**src/rtl/image_ram_sequencer.sv**
```systemverilog
// rtl/image_ram_sequencer.sv - phase sequencer and arbiter for the shared single-port image RAM
// Optional host debug read port enabled by defining RAMSEQ_DBG_PORT_EN.
module image_ram_sequencer #(
    parameter int ADDR_W = 16,
    parameter int DATA_W = 8,
    parameter int RD_LAT = 1
) (
    input  logic              clk,
    input  logic              rst_n,
    input  logic              ld_req,
    input  logic [ADDR_W-1:0] ld_addr,
    input  logic [DATA_W-1:0] ld_data,
    input  logic              ld_done,
    input  logic              pr_req,
    input  logic              pr_we,
    input  logic [ADDR_W-1:0] pr_addr,
    input  logic [DATA_W-1:0] pr_data,
    input  logic              pr_done,
    input  logic              tx_req,
    input  logic [ADDR_W-1:0] tx_addr,
    input  logic              tx_done,
    input  logic              send_start_n,
    input  logic              restart,
    input  logic              dbg_req,
    input  logic [ADDR_W-1:0] dbg_addr,
    output logic              ld_gnt,
    output logic              pr_gnt,
    output logic              tx_gnt,
    output logic              dbg_gnt,
    output logic [ADDR_W-1:0] ram_addr,
    output logic [DATA_W-1:0] ram_data,
    output logic              ram_wren,
    input  logic [DATA_W-1:0] ram_q,
    output logic [DATA_W-1:0] rd_data,
    output logic              pr_rvalid,
    output logic              tx_rvalid,
    output logic              dbg_rvalid,
    output logic              proc_go,
    output logic              send_go,
    output logic [1:0]        phase,
    output logic              phase_err
);

    typedef enum logic [1:0] {
        PH_LOAD  = 2'b00,
        PH_PROC  = 2'b01,
        PH_READY = 2'b10,
        PH_SEND  = 2'b11
    } phase_t;

    // One stage per cycle from grant to rd_data: address register, RD_LAT, rd_data register.
    localparam int TAG_D = RD_LAT + 2;

    phase_t state;
    phase_t state_next;
    logic   proc_go_next;
    logic   send_go_next;

    logic in_load;
    logic in_proc;
    logic in_send;
    logic owner_req;
    logic misuse;

    logic [TAG_D-1:0] pr_tag;
    logic [TAG_D-1:0] tx_tag;

    always_ff @(posedge clk or negedge rst_n) begin
        if (!rst_n) begin
            state   <= PH_LOAD;
            proc_go <= 1'b0;
            send_go <= 1'b0;
        end else begin
            state   <= state_next;
            proc_go <= proc_go_next;
            send_go <= send_go_next;
        end
    end

    always_comb begin
        state_next   = state;
        proc_go_next = 1'b0;
        send_go_next = 1'b0;
        case (state)
            PH_LOAD: begin
                if (ld_done) begin
                    state_next   = PH_PROC;
                    proc_go_next = 1'b1;
                end
            end
            PH_PROC: begin
                if (pr_done) begin
                    state_next = PH_READY;
                end
            end
            PH_READY: begin
                // restart takes precedence over a simultaneous send request
                if (restart) begin
                    state_next = PH_LOAD;
                end else if (!send_start_n) begin
                    state_next   = PH_SEND;
                    send_go_next = 1'b1;
                end
            end
            PH_SEND: begin
                if (tx_done) begin
                    state_next = PH_READY;
                end
            end
            default: state_next = PH_LOAD;
        endcase
    end

    assign phase   = state;
    assign in_load = (state == PH_LOAD);
    assign in_proc = (state == PH_PROC);
    assign in_send = (state == PH_SEND);

    assign ld_gnt    = rst_n & in_load & ld_req;
    assign pr_gnt    = rst_n & in_proc & pr_req;
    assign tx_gnt    = rst_n & in_send & tx_req;
    assign owner_req = (in_load & ld_req) | (in_proc & pr_req) | (in_send & tx_req);
    assign misuse    = (ld_req & ~in_load) | (pr_req & ~in_proc) | (tx_req & ~in_send);

`ifdef RAMSEQ_DBG_PORT_EN
    logic [TAG_D-1:0] dbg_tag;

    assign dbg_gnt    = rst_n & dbg_req & ~owner_req;
    assign dbg_rvalid = dbg_tag[TAG_D-1];

    always_ff @(posedge clk or negedge rst_n) begin
        if (!rst_n) begin
            dbg_tag <= '0;
        end else begin
            dbg_tag <= {dbg_tag[TAG_D-2:0], dbg_gnt};
        end
    end
`else
    logic unused_dbg;

    assign dbg_gnt    = 1'b0;
    assign dbg_rvalid = 1'b0;
    assign unused_dbg = dbg_req ^ (^dbg_addr);
`endif

    always_ff @(posedge clk or negedge rst_n) begin
        if (!rst_n) begin
            phase_err <= 1'b0;
        end else if (misuse) begin
            phase_err <= 1'b1;
        end
    end

    // Address holds when idle; only write enable drops back to 0.
    always_ff @(posedge clk or negedge rst_n) begin
        if (!rst_n) begin
            ram_addr <= '0;
            ram_data <= '0;
            ram_wren <= 1'b0;
        end else begin
            ram_wren <= 1'b0;
            if (ld_gnt) begin
                ram_addr <= ld_addr;
                ram_data <= ld_data;
                ram_wren <= 1'b1;
            end else if (pr_gnt) begin
                ram_addr <= pr_addr;
                ram_data <= pr_data;
                ram_wren <= pr_we;
            end else if (tx_gnt) begin
                ram_addr <= tx_addr;
            end
`ifdef RAMSEQ_DBG_PORT_EN
            else if (dbg_gnt) begin
                ram_addr <= dbg_addr;
            end
`endif
        end
    end

    always_ff @(posedge clk or negedge rst_n) begin
        if (!rst_n) begin
            pr_tag  <= '0;
            tx_tag  <= '0;
            rd_data <= '0;
        end else begin
            pr_tag  <= {pr_tag[TAG_D-2:0], pr_gnt & ~pr_we};
            tx_tag  <= {tx_tag[TAG_D-2:0], tx_gnt};
            rd_data <= ram_q;
        end
    end

    assign pr_rvalid = pr_tag[TAG_D-1];
    assign tx_rvalid = tx_tag[TAG_D-1];

endmodule
```
**config.mk**
```make
export PLATFORM = sky130hd
export DESIGN_NAME = image_ram_sequencer
export DESIGN_NICKNAME = d
export VERILOG_FILES = /design/src/rtl/image_ram_sequencer.sv
export SDC_FILE = /design/constraint.sdc
export NUM_CORES = 1
export LEC_CHECK = 0
export CORE_AREA = 2 2 77 79
export DETAILED_ROUTE_END_ITERATION = 8
export DIE_AREA = 0 0 79 81
export GPL_ROUTABILITY_DRIVEN = 0
export PLACE_DENSITY_LB_ADDON = 0.25
export SETUP_SLACK_MARGIN = 0.5
export SLEW_MARGIN = 15
export SYNTH_ARGS = -nofsm -noshare
export SYNTH_HDL_FRONTEND = slang
export SYNTH_SLANG_ARGS = --single-unit
```
**constraint.sdc**
```tcl
create_clock -name clk -period 3.69 [get_ports clk]
set_clock_uncertainty 0.2 [all_clocks]
set_input_delay 0.738 -clock clk [delete_from_list [all_inputs] [get_ports clk]]
set_output_delay 0.738 -clock clk [all_outputs]
set_load 0.02 [all_outputs]
```
==> results.py <==
metrics = {
    "setup_path": {
        "reg2reg_from": "phase[0]$_DFFE_PN0P_",
        "r2r_cells": 4,
        "worstPathArrival_ns": 2.17,
        "endpoint_kind": "primary output",
        "cp_max_fo": 5,
        "crit_type": "in2out",
        "worstPathRequired_ns": 2.75,
        "r2r_slack_ns": 1.61,
        "critPathLaunchType": "primary input",
        "r2r-end": "ram_addr[2]$_DFFE_PN0P_",
    },
    "synth": {
        "synthFlopType": "dfrtp_1",
        "yosysUniqueCellTypes": 29,
        "synth.area.mux_share": 0.1004,
        "synth_xor_area_frac": 0,
        "yosysSeqAreaShare": 0.5521,
        "yosys.area.top_type_share": 0.5521,
        "synth_seq_cells": 44,
        "synth_area_um2": 1994,
        "synth_most_common_cell": "nand2_1",
        "synth_top_family_by_area": "simple AND/OR/NAND/NOR gates",
        "ys_warn_count": 0,
        "synthArstFlopShare": 1.000,
        "synthAdderAreaFrac": 0,
        "synth_common_cells": "nand2_1, dfrtp_1, nor2_1",
        "synthTopCellsByArea": "dfrtp_1, nand2_1, mux2_2",
        "synth-simple-area-share": 0.1876,
        "synth_area_leader_cell": "dfrtp_1",
        "synth-edff-count": 0,
        "avgSynthCellArea_um2": 10.23,
        "syn-instance-count": 195,
        "synth-compound-area-share": 0.1029,
    },
    "route": {
        "via_per_inst": 4.666,
        "drtIter0Drc": 56,
        "drcViolationCount": 0,
        "dr_wl_met2_um": 2575,
        "avgRoutedWirePerCell_um": 13.92,
        "wl_um": 5500,
        "first_pass_iters": 4,
        "wl_met1_um": 2270,
        "top_layer": "met4",
        "antenna_left": 0,
        "met3WireLength_um": 586,
        "vias": 1843,
    },
    "place": {
        "place_ws_ns": 0.4918,
        "place_area_um2": 3269,
        "io_buffers": 125,
        "hpwl_um": 3980,
    },
    "power": {
        "p_leak_nw": 1.481,
        "vdd_drop_max_mv": 0.2942,
        "power.total_mw": 2.138,
        "powerDensity_nw_per_um2": 630.7,
    },
    "sta": {
        "setup_viol": 0,
        "worstMarginPinSlew_ns": 0.5293,
        "maxSlewViolCount": 0,
        "maxSlewHeadroom": 0.6471,
        "setup_tns_ns": 0,
        "fin_crit_ns": 3.103,
        "fin_ws_ns": 0.5867,
        "holdWs_ns": 0.08754,
        "timing.fmax_mhz": 322.2,
        "hold_viol_final": 0,
        "post-route-period-util": 0.8410,
        "rsz0062_at_grt": "no",
    },
    "clock_network": {
        "cts_made_buffers": 5,
        "post-cts-setup-buffers": 0,
        "root_buffer": "clkbuf_8",
        "clockBufferDepth": 2,
        "htree_levels": 2,
        "clk_pin_slew_ns": 0.08,
        "cts_tree": "built",
        "clock_latency_ns": 0.29,
        "cts_sinks": 44,
        "cts_hold_buf": 0,
    },
    "job": {
        "drv_cap": 0,
    },
    "grt": {
        "globalRouteOverflowTotal": 0,
        "grt_max_degree": 42,
        "grtUsageTotal": 0.1660,
        "grt_pass1_wl_um": 8211,
        "grt_pass1_vias": 1758,
        "antenna_found_initial": 0,
    },
    "layout": {
        "area_delta_synth_final_pct": 69.95,
        "drive_above_1_share": 0.1094,
        "fin_area_um2": 3390,
        "layout.area.seq_um2": 1101,
        "insertedDiodeCount": 0,
        "fillers": 524,
        "layout.nets": 419,
        "multi_input_area_um2": 787.0,
    },
    "hold_path": {
        "hp-class": "in2async",
    },
    "die": {
        "boundaryPins": 145,
        "die_h_um": 81,
        "die-area_um2": 6399,
        "fp.dieW_um": 79,
        "row_count": 28,
        "core_area_um2": 5675,
        "start_util": 0.3514,
    },
    "outcome": {
        "status": "completed",
    },
}
[layout make-up]
type,instances,share of cell area
clock buffer,6,0.02436
timing repair buffer,129,0.3762
clock inverter,2,0.01144
tap,75,0.02769
sequential,44,0.3248
multi-input combinational,136,0.2322
inverter,3,0.003322
[critical path: stages]
cell	delay, ns
clkdlybuf4s50_1	0.60
nand4b_4	0.13
inv_2	0.09
clkdlybuf4s50_1	0.60
[flip-flops by register name, indices dropped and copies added, names as in the netlist]
| name | cells |
|---|---|
| pr_tag | 3 |
| send_go | 1 |
| rd_data | 8 |
| proc_go | 1 |
| tx_tag | 3 |
| phase_err | 1 |
| ram_addr | 16 |
| ram_data | 8 |
| ram_wren | 1 |
| phase | 2 |
[cell families after synthesis]
group                  Yosys count
AO/OA/AOI/OAI                   31
buffers and inverters           16
flip-flops                      44
multiplexers                    18
other                            1
AND/OR/NAND/NOR                 85
[routing by layer]
| layer | global-route usage | vias up |
|---|---|---|
| li1 | - | 904 |
| met1 | 0.1905 | 842 |
| met2 | 0.2881 | 89 |
| met3 | 0.06667 | 8 |
| met4 | 0.04655 | 0 |
| met5 | 0 | - |
[stage by stage]
stage          utilization  cells
3_3_place_gp        0.5761    387
3_5_place_dp        0.5761    387
4_1_cts             0.5972    395
5_1_grt             0.5972    395
2_1_floorplan            -    196
6_report            0.5972    395
[power by group]
| part | internal (mW) | switching [mW] | total, mW | leakage [nW] |
|---|---|---|---|---|
| sequential | 0.642 | 0.114 | 0.755 | 0.537 |
| clock | 0.221 | 0.162 | 0.383 | 0.0614 |
| combinational | 0.529 | 0.471 | 0.999 | 0.883 |
[layout by cell type (no fill, tap or decap)]
cell / synthesis / layout
mux2_2: 16 / 16
dfrtp_1: 44 / 44
nand3_1: 2 / 2
buf_2: 4 / 1
nor3b_1: 1 / 1
nand2_2: 1 / 1
clkdlybuf4s50_1: 0 / 123
bufinv_16: 0 / 1
conb_1: 1 / 2
and4_1: 1 / 1
o21bai_1: 1 / 1
nand4bb_1: 1 / 1
inv_2: 2 / 2
nor3_1: 1 / 1
inv_1: 1 / 1
a21oi_1: 3 / 3
dlygate4sd2_1: 0 / 1
nor4b_1: 1 / 1
nand2_1: 51 / 51
nor2_2: 1 / 1
a22oi_1: 8 / 8
a21o_1: 1 / 1
nand4b_4: 1 / 1
nor2_1: 22 / 22
clkinv_4: 0 / 1
o21ai_2: 1 / 1
a31oi_1: 17 / 17
clkbuf_8: 0 / 6
buf_4: 2 / 4
nor2b_1: 1 / 1
mux2i_1: 2 / 2
nand2b_1: 1 / 1
[worst max-delay path by stage]
stage / start / endpoint / slack (ns)
2_1_floorplan: rst_n / pr_gnt / 1.36
3_3_place_gp: ld_req / ld_gnt / 0.50
3_5_place_dp: ld_req / ld_gnt / 0.49
4_1_cts: pr_req / pr_gnt / 0.59
5_1_grt: pr_req / pr_gnt / 0.54
6_report: pr_req / pr_gnt / 0.59
[repair_timing]
item,CTS,global route
gates resized for setup,1,0
endpoints found under the setup margin,1,0
hold endpoints to repair,0,0
Note: power is estimated with default switching activity, not from simulation.
